<file path="src/rtl/rf_write_arbiter.sv">
// Register-file write port arbiter: pipeline writeback vs. queued multi-cycle results.
// WB normally wins; a starvation counter forces the FIFO head through by stalling WB.
module rf_write_arbiter #(
  parameter int unsigned DEPTH      = 2,
  parameter int unsigned STARVE_MAX = 4
) (
  input  logic                       clk,
  input  logic                       rst,
  input  logic                       wb_valid,
  input  logic [4:0]                 wb_addr,
  input  logic [31:0]                wb_data,
  output logic                       wb_stall,
  input  logic                       mc_valid,
  output logic                       mc_ready,
  input  logic [4:0]                 mc_addr,
  input  logic [31:0]                mc_data,
  output logic                       rf_we,
  output logic [4:0]                 rf_waddr,
  output logic [31:0]                rf_wdata,
  output logic [$clog2(DEPTH+1)-1:0] pending_cnt
);

  localparam int unsigned CntW = $clog2(DEPTH + 1);
  localparam int unsigned PtrW = (DEPTH > 1) ? $clog2(DEPTH) : 1;
  localparam int unsigned StvW = $clog2(STARVE_MAX + 1);

  logic [4:0]      addr_mem [DEPTH];
  logic [31:0]     data_mem [DEPTH];

  logic [CntW-1:0] count_q, count_d;
  logic [PtrW-1:0] rptr_q, rptr_d;
  logic [PtrW-1:0] wptr_q, wptr_d;
  logic [StvW-1:0] starve_q, starve_d;
  logic            rf_we_q;
  logic [4:0]      rf_waddr_q;
  logic [31:0]     rf_wdata_q;

  logic            head_vld;
  logic            grant_wb;
  logic            grant_head;
  logic            granted;
  logic            push;
  logic [4:0]      g_addr;
  logic [31:0]     g_data;

  function automatic logic [PtrW-1:0] ptr_inc(input logic [PtrW-1:0] p);
    return (p == PtrW'(DEPTH - 1)) ? '0 : p + PtrW'(1);
  endfunction

  assign head_vld = (count_q != '0);
  assign mc_ready = (count_q != CntW'(DEPTH));
  assign push     = mc_valid && mc_ready;

  always_comb begin
    grant_wb   = 1'b0;
    grant_head = 1'b0;
    wb_stall   = 1'b0;
    if (head_vld && wb_valid) begin
      if (starve_q == StvW'(STARVE_MAX)) begin
        grant_head = 1'b1;
        wb_stall   = 1'b1;
      end else begin
        grant_wb = 1'b1;
      end
    end else if (head_vld) begin
      grant_head = 1'b1;
    end else if (wb_valid) begin
      grant_wb = 1'b1;
    end
  end

  assign granted = grant_wb || grant_head;
  assign g_addr  = grant_head ? addr_mem[rptr_q] : wb_addr;
  assign g_data  = grant_head ? data_mem[rptr_q] : wb_data;

  always_comb begin
    count_d  = count_q;
    rptr_d   = rptr_q;
    wptr_d   = wptr_q;
    starve_d = starve_q;
    if (push) begin
      wptr_d = ptr_inc(wptr_q);
    end
    if (grant_head) begin
      rptr_d = ptr_inc(rptr_q);
    end
    unique case ({push, grant_head})
      2'b10:   count_d = count_q + CntW'(1);
      2'b01:   count_d = count_q - CntW'(1);
      default: count_d = count_q;
    endcase
    // Starvation is judged on the pre-edge occupancy; a same-cycle push does not count.
    if (!head_vld || grant_head) begin
      starve_d = '0;
    end else if (starve_q != StvW'(STARVE_MAX)) begin
      starve_d = starve_q + StvW'(1);
    end
  end

  always_ff @(posedge clk) begin
    if (push) begin
      addr_mem[wptr_q] <= mc_addr;
      data_mem[wptr_q] <= mc_data;
    end
  end

  always_ff @(posedge clk or posedge rst) begin
    if (rst) begin
      count_q    <= '0;
      rptr_q     <= '0;
      wptr_q     <= '0;
      starve_q   <= '0;
      rf_we_q    <= 1'b0;
      rf_waddr_q <= '0;
      rf_wdata_q <= '0;
    end else begin
      count_q  <= count_d;
      rptr_q   <= rptr_d;
      wptr_q   <= wptr_d;
      starve_q <= starve_d;
      // x0 grants are consumed but never written.
      rf_we_q  <= granted && (g_addr != 5'd0);
      if (granted) begin
        rf_waddr_q <= g_addr;
        rf_wdata_q <= g_data;
      end
    end
  end

  assign rf_we       = rf_we_q;
  assign rf_waddr    = rf_waddr_q;
  assign rf_wdata    = rf_wdata_q;
  assign pending_cnt = count_q;

endmodule
</file>
<file path="config.mk">
export PLATFORM = sky130hd
export DESIGN_NAME = rf_write_arbiter
export DESIGN_NICKNAME = d
export VERILOG_FILES = /design/src/rtl/rf_write_arbiter.sv
export SDC_FILE = /design/constraint.sdc
export NUM_CORES = 1
export LEC_CHECK = 0
export ABC_AREA = 1
export ABC_CLOCK_PERIOD_IN_PS = 7890
export CORE_ASPECT_RATIO = 0.6
export CORE_MARGIN = 8
export CORE_UTILIZATION = 30
export DETAILED_ROUTE_END_ITERATION = 8
export DONT_BUFFER_PORTS = 1
export HOLD_SLACK_MARGIN = 0.03
export PLACE_DENSITY_LB_ADDON = 0.05
export RECOVER_POWER = 50
export SLEW_MARGIN = 20
export SYNTH_ARGS = -nofsm -noshare
export SYNTH_HDL_FRONTEND = slang
export SYNTH_SLANG_ARGS = --single-unit
</file>
<file path="constraint.sdc">
create_clock -name clk -period 7.89 [get_ports clk]
set_input_delay 2.367 -clock clk [delete_from_list [all_inputs] [get_ports clk]]
set_output_delay 2.367 -clock clk [all_outputs]
set_load 0.05 [all_outputs]
</file>
== Word-level counts from Yosys, hierarchy flattened ==
Memories as Yosys holds them, arrays and structs flattened.
Index checks and enable logic that the tools add are counted.
W data, S select, Z words.

* $add $sub $neg: 5
* Equal/unequal tests: 5
* Multiplexer cells: 17
* Reductions and logical operators: 10

{| class="wikitable"
|+ Operator list
! operator !! number
|-
| $mux W32 || 1
|-
| $mux W1 || 12
|-
| $mux W3 || 2
|-
| $reduce_bool A2 Y1 || 3
|-
| $mux W5 || 1
|-
| $reduce_bool A5 Y1 || 1
|-
| $pmux W2 S2 || 1
|-
| $add A3 B1 Y3 const B || 1
|-
| $eq A3 B3 Y1 const B || 1
|-
| $logic_and A1 B1 Y1 || 3
|-
| $ne A3 B3 Y1 const B || 1
|-
| $add A1 B1 Y1 const B || 2
|-
| $add A2 B1 Y2 const B || 1
|-
| $eq A2 B1 Y1 const B || 1
|-
| $eq A2 B2 Y1 const B || 1
|-
| $logic_or A1 B1 Y1 || 2
|-
| $ne A2 B2 Y1 const B || 1
|-
| $sub A2 B1 Y2 const B || 1
|-
| $logic_not A1 Y1 || 1
|}

* Register bits after elaboration: 45
* Bits in writable memories: 74
* Input port bits: 78
* Output and inout bits: 42
* Logic and storage cells: 46
* Memories kept: 2

{| class="wikitable"
|+ Memory list
! memory !! words !! bits a word !! rd ports !! clocked after Yosys merged registers in !! write ports !! line !! source
|-
| data_mem || 2 || 32 || 1 || 0 || 1 || 28 || <nowiki>logic [31:0] data_mem [DEPTH];</nowiki>
|-
| addr_mem || 2 || 5 || 1 || 0 || 1 || 27 || <nowiki>logic [4:0] addr_mem [DEPTH];</nowiki>
|}

== Longest topological paths before layout ==
Gate-level depths: netlist (run 1).

* Word-level depth: 6
* Depth in mapped cells: 10
* Mapped depth without buffers: 9

== Worst setup path after synthesis (run 1) ==
Ideal clock, no wire load.

* Kind: input -> output
* From: input wb_valid
* To: output wb_stall
* Data arrival time: 3.053 ns
* Data required time: 5.523 ns
* Slack: 2.470 ns
* Stages on the path: 2
* Path through: nand2_1 nor2_1

* Longest elaborated chain between the ends: 2

{| class="wikitable"
|+ RTL lines
! what !! line !! source
|-
| start: declaration || 9 || <nowiki>input logic wb_valid,</nowiki>
|-
| $logic_and A1 B1 Y1 || 58 || <nowiki>if (head_vld && wb_valid) begin</nowiki>
|-
| $mux W1 || 58 ||
|-
| end: declaration || 12 || <nowiki>output logic wb_stall,</nowiki>
|}

No other way between the ends.

== Final worst setup path (run 1) ==
Ends and elaborated chain as after synthesis.

==> impl_metrics.csv, run 1 <==
group,metric,value,unit
run_status,status,"complete, but fails checks",
run_status,violations,"max-capacitance violations, max-slew violations",
global_route,antenna_found_initial,0,
global_route,grt_pass1_wl,17700,um
drt,ant_nets,0,
pwr,p_comb_share,17.2,%
pwr,internal_power,0.00158,W
worst_setup_path,start_kind,"input pin",
floorplanning,num_rows,36,
global_route,track_usage,11.5,%
logic_synthesis,synth-main-ff-cell,"edfxtp_1",
floorplanning,fp.dieArea,20500,um2
global_route,grt_overflow,0,
pwr,p_clk_share,31.1,%
drt,routed_wl,11400,um
logic_synthesis,synth_nets,492,
pwr,cellLeakagePower,2.22,nW
pwr,power.density,478,nW/um2
timing,fmax,184,MHz
clock_network,cts_root_buf,"clkbuf_16",
floorplanning,die_h,114,um
pwr,finalPower,0.00268,W
floorplanning,coreArea,16000,um2
cells_and_area,utilization,35.0,%
worst_setup_path,path_delay_family,"simple AND/OR/NAND/NOR gates",
worst_setup_path,path_buf_inv,0,
cells_and_area,drive_gt1_share,9.86,%
cells_and_area,fin_cells,635,
floorplanning,io_pins,120,
cells_and_area,syn_to_final_growth,16.1,%
floorplanning,start_util,30.2,%
logic_synthesis,synth_edf_count,74,
logic_synthesis,netlist_instances,411,
timing,fin_crit_sh,68.9,%
clock_network,cts.sinks,119,
worst_setup_path,path_max_fanout,5,
timing,finalSetupTns,0,ps
drt,drtIter0Drc,162,
timing,rsz0062_at_grt,"no",
place,place_congestion,0.678,
clock_network,htreeDepth,4,
drt,first_pass_iters,4,
logic_synthesis,yosysTopAreaCell,"edfxtp_1",
place,placed_cells,603,
cells_and_area,n_antenna_cell,0,
place,port_buffers,0,
worst_setup_path,critPathCaptureType,"output port",
place,place_hpwl,7090,um
clock_network,cts.path.max_buffers,2,
logic_synthesis,netlist.area_leader.share,46.1,%
clock_network,clk_pin_slew_worst_paths,60,ps
drt,drc,0,
timing,worst_pin_slew,2760,ps
floorplanning,fp.dieW,180,um
worst_setup_path,path_cells,"nand2_1 -> nor2_1",
worst_setup_path,worstPathRequired,5520,ps
place,placed_cell_area,4980,um2
logic_synthesis,ys_types,26,
pwr,ir_drop,128,uV
min_path,hold_path.class,"reg -> reg",
timing,hold_viol,0,
clock_network,cts_post_setup_buffers_inserted,0,
logic_synthesis,synth_common_cells,"nand2_1, edfxtp_1, dfrtp_1, inv_1, nor2_1",
logic_synthesis,yosysMostFrequentCell,"nand2_1",
cells_and_area,nNetsFinal,494,
worst_setup_path,crit_type,"in -> out",
logic_synthesis,ys_seq_area_share,69.4,%
logic_synthesis,synth_area,4820,um2
pwr,switching_share,41.0,%
timing,timing.slew.headroom,-84.1,%
timing,finClkSkew,11.0,ps
logic_synthesis,async_reset_ff_share,37.8,%
logic_synthesis,synth-seq-cells,119,
worst_setup_path,slowest_stage,"nor2_1",
cells_and_area,final_cell_area,5600,um2
global_route,grt_start_max_net_pins,65,
drt,routedWlPerCell,17.9,um
logic_synthesis,synth.area.top_cells,"edfxtp_1, dfrtp_1, nand2_1",
global_route,grt_pass1_vias,2921,
timing,drv_slew,89,
logic_synthesis,synth_warnings,0,
clock_network,post_cts_resized,0,
clock_network,hold_buffers,0,
timing,finalCriticalPeriod,5440,ps
clock_network,cts_buffers,17,
pwr,p_sw,0.00110,W
drt,vias,2810,
worst_setup_path,crit_arrival,3070,ps
timing,setup_violations,0,
flow_run,max_cap_viol_count,2,
pwr,seq_power_share,51.7,%
clock_network,cts_tree,"yes",
drt,drt-vias-per-instance,4.43,
logic_synthesis,syn_area_per_cell,11.7,um2
worst_setup_path,slowest_delay,670,ps
clock_network,insertion_delay,400,ps
-- power by group through the flow --
| stage | registers (W) | logic, W | clock network, W |
|---|---|---|---|
| after floorplan | 0.00134 | 0.000407 | 0 |
| after global placement | 0.00140 | 0.000473 | 0 |
| after detailed placement | 0.00140 | 0.000480 | 0 |
| after CTS | 0.00139 | 0.000481 | 0.000857 |
| after global routing | 0.00142 | 0.000536 | 0.000888 |
| final | 0.00138 | 0.000461 | 0.000833 |
-- layout by cell type (no fill, tap or decap), types with 4 or more instances in the layout --
| cell | netlist | layout |
|---|---|---|
| a31oi_1 | 32 | 32 |
| buf_4 | 2 | 4 |
| bufinv_16 | 0 | 5 |
| clkbuf_1 | 3 | 4 |
| clkbuf_16 | 0 | 17 |
| clkinv_2 | 0 | 4 |
| dfrtp_1 | 45 | 44 |
| edfxtp_1 | 74 | 74 |
| inv_1 | 45 | 45 |
| nand2_1 | 87 | 87 |
| nor2_1 | 41 | 39 |
| o211ai_1 | 32 | 32 |
| o21ai_0 | 8 | 9 |
| o21ai_1 | 6 | 5 |
-- final cells by class --
class	count	area [um2]
Clock buffer	19	433
Clock inverter	13	203
Fill cell	1560	10400
Inverter	47	179
Multi-Input combinational cell	222	1130
Sequential cell	119	3350
Tap cell	209	262
Timing Repair Buffer	6	37.5
-- registers in the layout (all words and copies together) (netlist names) --
signal / cells
data_mem: 64
rf_we: 1
rf_wdata: 32
wptr_q: 1
rptr_q: 1
pending_cnt: 2
starve_q: 3
rf_waddr: 5
addr_mem: 10
-- worst paths after layout --
| kind | from | end | slack, ps | cells after the start |
|---|---|---|---|---|
| max | wb_valid | wb_stall | 2450 | 2 |
| min | starve_q[0]$_DFFE_PP0P_ | starve_q[0]$_DFFE_PP0P_ | 460 | 1 |
| max reg2reg | pending_cnt[0]$_DFFE_PP0P_ | pending_cnt[1]$_DFFE_PP0P_ | 4220 | 7 |
| min reg2reg | starve_q[0]$_DFFE_PP0P_ | starve_q[0]$_DFFE_PP0P_ | 460 | 1 |
| max in group asynchronous | rst | rptr_q$_DFFE_PP0N_ | 3220 | 2 |
| min in group asynchronous | rst | rf_wdata[15]$_DFFE_PP0P_ | 2900 | 2 |
-- per-layer routing --
metal	vias to the layer above	global-route usage, %	wire length, um
li1	1417	-	-
met1	1298	13.9	5340
met2	82	17.0	4790
met3	13	6.43	1100
met4	0	4.15	145
met5	-	0	0
-- per-stage QoR --
| step | setup slack [ps] | hold WS (ps) |
|---|---|---|
| final | 2450 | 459 |
| after global routing | 2430 | 499 |
| after CTS | 2440 | 468 |
| after detailed placement | 2440 | 460 |
| after global placement | 2440 | 443 |
| after floorplan | 2470 | 432 |
-- cells by family (layout without fill, tap and decap cells) --
group / after synthesis / count (layout) / synth area share [%]
AOI/OAI and AO/OA: 82 / 82 / 11.3
xor gates and xnor gates: 4 / 4 / 0.726
adders and majority gates: 3 / 3 / 0.778
buffers and inverters: 70 / 85 / 7.13
DFF: 119 / 119 / 69.4
and+or+nand+nor: 133 / 133 / 10.7
(Power assumes the default switching activity.)
==> run 2, diff against run 1 <==
Settings changed: ABC_CLOCK_PERIOD_IN_PS 7890 to 5500.
Clock period 7.89 ns to 5.5 ns, I/O delays scaled along.
==> impl_metrics.csv, run 2 (same netlist as run 1, synthesis figures left out) <==
group,metric,value,unit
run_status,status,"complete, but fails checks",
run_status,violations,"max-capacitance violations, max-slew violations",
global_route,antenna_found_initial,0,
cells_and_area,regMostFlops,"data_mem",
worst_setup_path,crit_type,"in -> out",
global_route,gr-usage-met2,17.3,%
global_route,grt_pass1_wl,18200,um
worst_setup_path,reg2reg_from,"pending_cnt[0]$_DFFE_PP0P_",
worst_setup_path,reg2reg_to,"data_mem[1][20]$_DFFE_PP_",
worst_setup_path,worstPathRequired,3850,ps
floorplanning,die_h,114,um
global_route,grt_pass1_vias,2982,
clock_network,cts_buffers,17,
cells_and_area,final_common_cell,"nand2_1",
pwr,cellLeakagePower,2.20,nW
drt,vias,2837,
timing,setup_violations,0,
cells_and_area,final_cell_mix,"nand2_1, edfxtp_1, inv_1, dfrtp_1, nor2_1",
clock_network,cts_root_buf,"clkbuf_16",
cells_and_area,drive_gt1_share,9.65,%
place,placed_cell_area,4980,um2
worst_setup_path,r2r_setup_slack,1500,ps
timing,finalCriticalPeriod,4000,ps
timing,drv_slew,89,
timing,finalSetupTns,0,ps
drt,routedWlPerCell,18.2,um
cells_and_area,utilization,34.8,%
drt,drt-vias-per-instance,4.47,
cells_and_area,nNetsFinal,493,
worst_setup_path,slowest_delay,670,ps
timing,rsz0062_at_grt,"no",
drt,ant_nets,0,
drt,drc,0,
timing,worst_pin_slew,2260,ps
clock_network,cts_post_setup_buffers_inserted,0,
place,place_congestion,0.685,
floorplanning,num_rows,36,
cells_and_area,syn_to_final_growth,15.4,%
cells_and_area,fillers,1585,
timing,fmax,250,MHz
floorplanning,io_pins,120,
drt,first_pass_iters,4,
cells_and_area,largest_register_ffs,64,
place,port_buffers,0,
global_route,grt_overflow,0,
floorplanning,fp.dieArea,20500,um2
global_route,track_usage,11.9,%
min_path,worst_hold_path.endpoint,"starve_q[0]$_DFFE_PP0P_",
clock_network,cts.sinks,119,
clock_network,insertion_delay,410,ps
worst_setup_path,path_max_fanout,5,
worst_setup_path,path_buf_inv,0,
global_route,grt_start_max_net_pins,76,
drt,drtIter0Drc,124,
floorplanning,start_util,30.2,%
clock_network,post_cts_resized,0,
pwr,power.density,681,nW/um2
clock_network,clk_pin_slew_worst_paths,60,ps
worst_setup_path,path_delay_family,"simple AND/OR/NAND/NOR gates",
worst_setup_path,critPathCaptureType,"output port",
timing,setup_ws,1500,ps
clock_network,htreeDepth,4,
place,post-place-ws,1490,ps
min_path,hold_path_depth,1,
clock_network,cts.path.max_buffers,2,
drt,routed_wl,11500,um
cells_and_area,n_antenna_cell,0,
timing,fin_crit_sh,72.7,%
min_path,hold_path.class,"reg -> reg",
pwr,ir_drop,218,uV
clock_network,cts_tree,"yes",
worst_setup_path,start_kind,"input pin",
worst_setup_path,crit_arrival,2350,ps
flow_run,max_cap_viol_count,3,
timing,finClkSkew,9.46,ps
floorplanning,coreArea,16000,um2
global_route,use_met1,14.2,%
timing,hold-worst-slack,461,ps
clock_network,hold_buffers,0,
min_path,hp-start,"starve_q[0]$_DFFE_PP0P_",
worst_setup_path,path_cells,"nand2_1 -> nor2_1",
floorplanning,fp.dieW,180,um
global_route,grt_use_met3,6.46,%
place,place_hpwl,7430,um
timing,hold_viol,0,
worst_setup_path,slowest_stage,"nor2_1",
global_route,busiest_layer,"met2",
timing,timing.slew.headroom,-51.8,%
worst_setup_path,reg2reg_depth,4,
cells_and_area,final_cell_area,5570,um2
## run 2: changes by cell type in the layout (fill, tap and decap cells not counted), sizes merged
| cell | previous run | this run |
|---|---|---|
| clkinvlp | 2 | 3 |
| clkbuf | 21 | 17 |
| inv | 48 | 47 |
| bufinv | 5 | 4 |
| clkinv | 5 | 8 |
| buf | 4 | 5 |
## run 2: cell type report
cell class	count	area [um2]	area share, %
clock buffers	17	425	7.64
clock inverters	15	184	3.30
inverters	47	180	3.24
multi-input cells	222	1130	20.3
flip-flops and latches	119	3350	60.2
well taps	209	262	4.70
repair buffers	5	37.5	0.674
## run 2: worst max-delay path by stage
| stage | from | to | slack, ps | cells past startpoint |
|---|---|---|---|---|
| after floorplan | wb_valid | wb_stall | 1510 | 2 |
| after global placement | wb_valid | wb_stall | 1480 | 2 |
| after detailed placement | wb_valid | wb_stall | 1490 | 2 |
| after CTS | wb_valid | wb_stall | 1490 | 2 |
| after global routing | pending_cnt[0]$_DFFE_PP0P_ | data_mem[1][20]$_DFFE_PP_ | 1110 | 4 |
| final | wb_valid | wb_stall | 1500 | 2 |
## run 2: layer usage
metal	vias up	wire, um
li1	1408	-
met1	1331	5260
met2	83	4930
met3	15	1170
met4	0	177
met5	-	0
## run 2: power by group
group | switching (W) | internal [W]
clock | 0.000400 | 0.000751
combinational | 0.000484 | 0.000206
sequential | 0.000692 | 0.00126
## run 2: per-stage QoR
| step | power, W | cells |
|---|---|---|
| after floorplan | 0.00251 | 411 |
| after global placement | 0.00269 | 602 |
| after detailed placement | 0.00271 | 602 |
| after CTS | 0.00388 | 634 |
| after global routing | 0.00403 | 634 |
| final | 0.00379 | 634 |
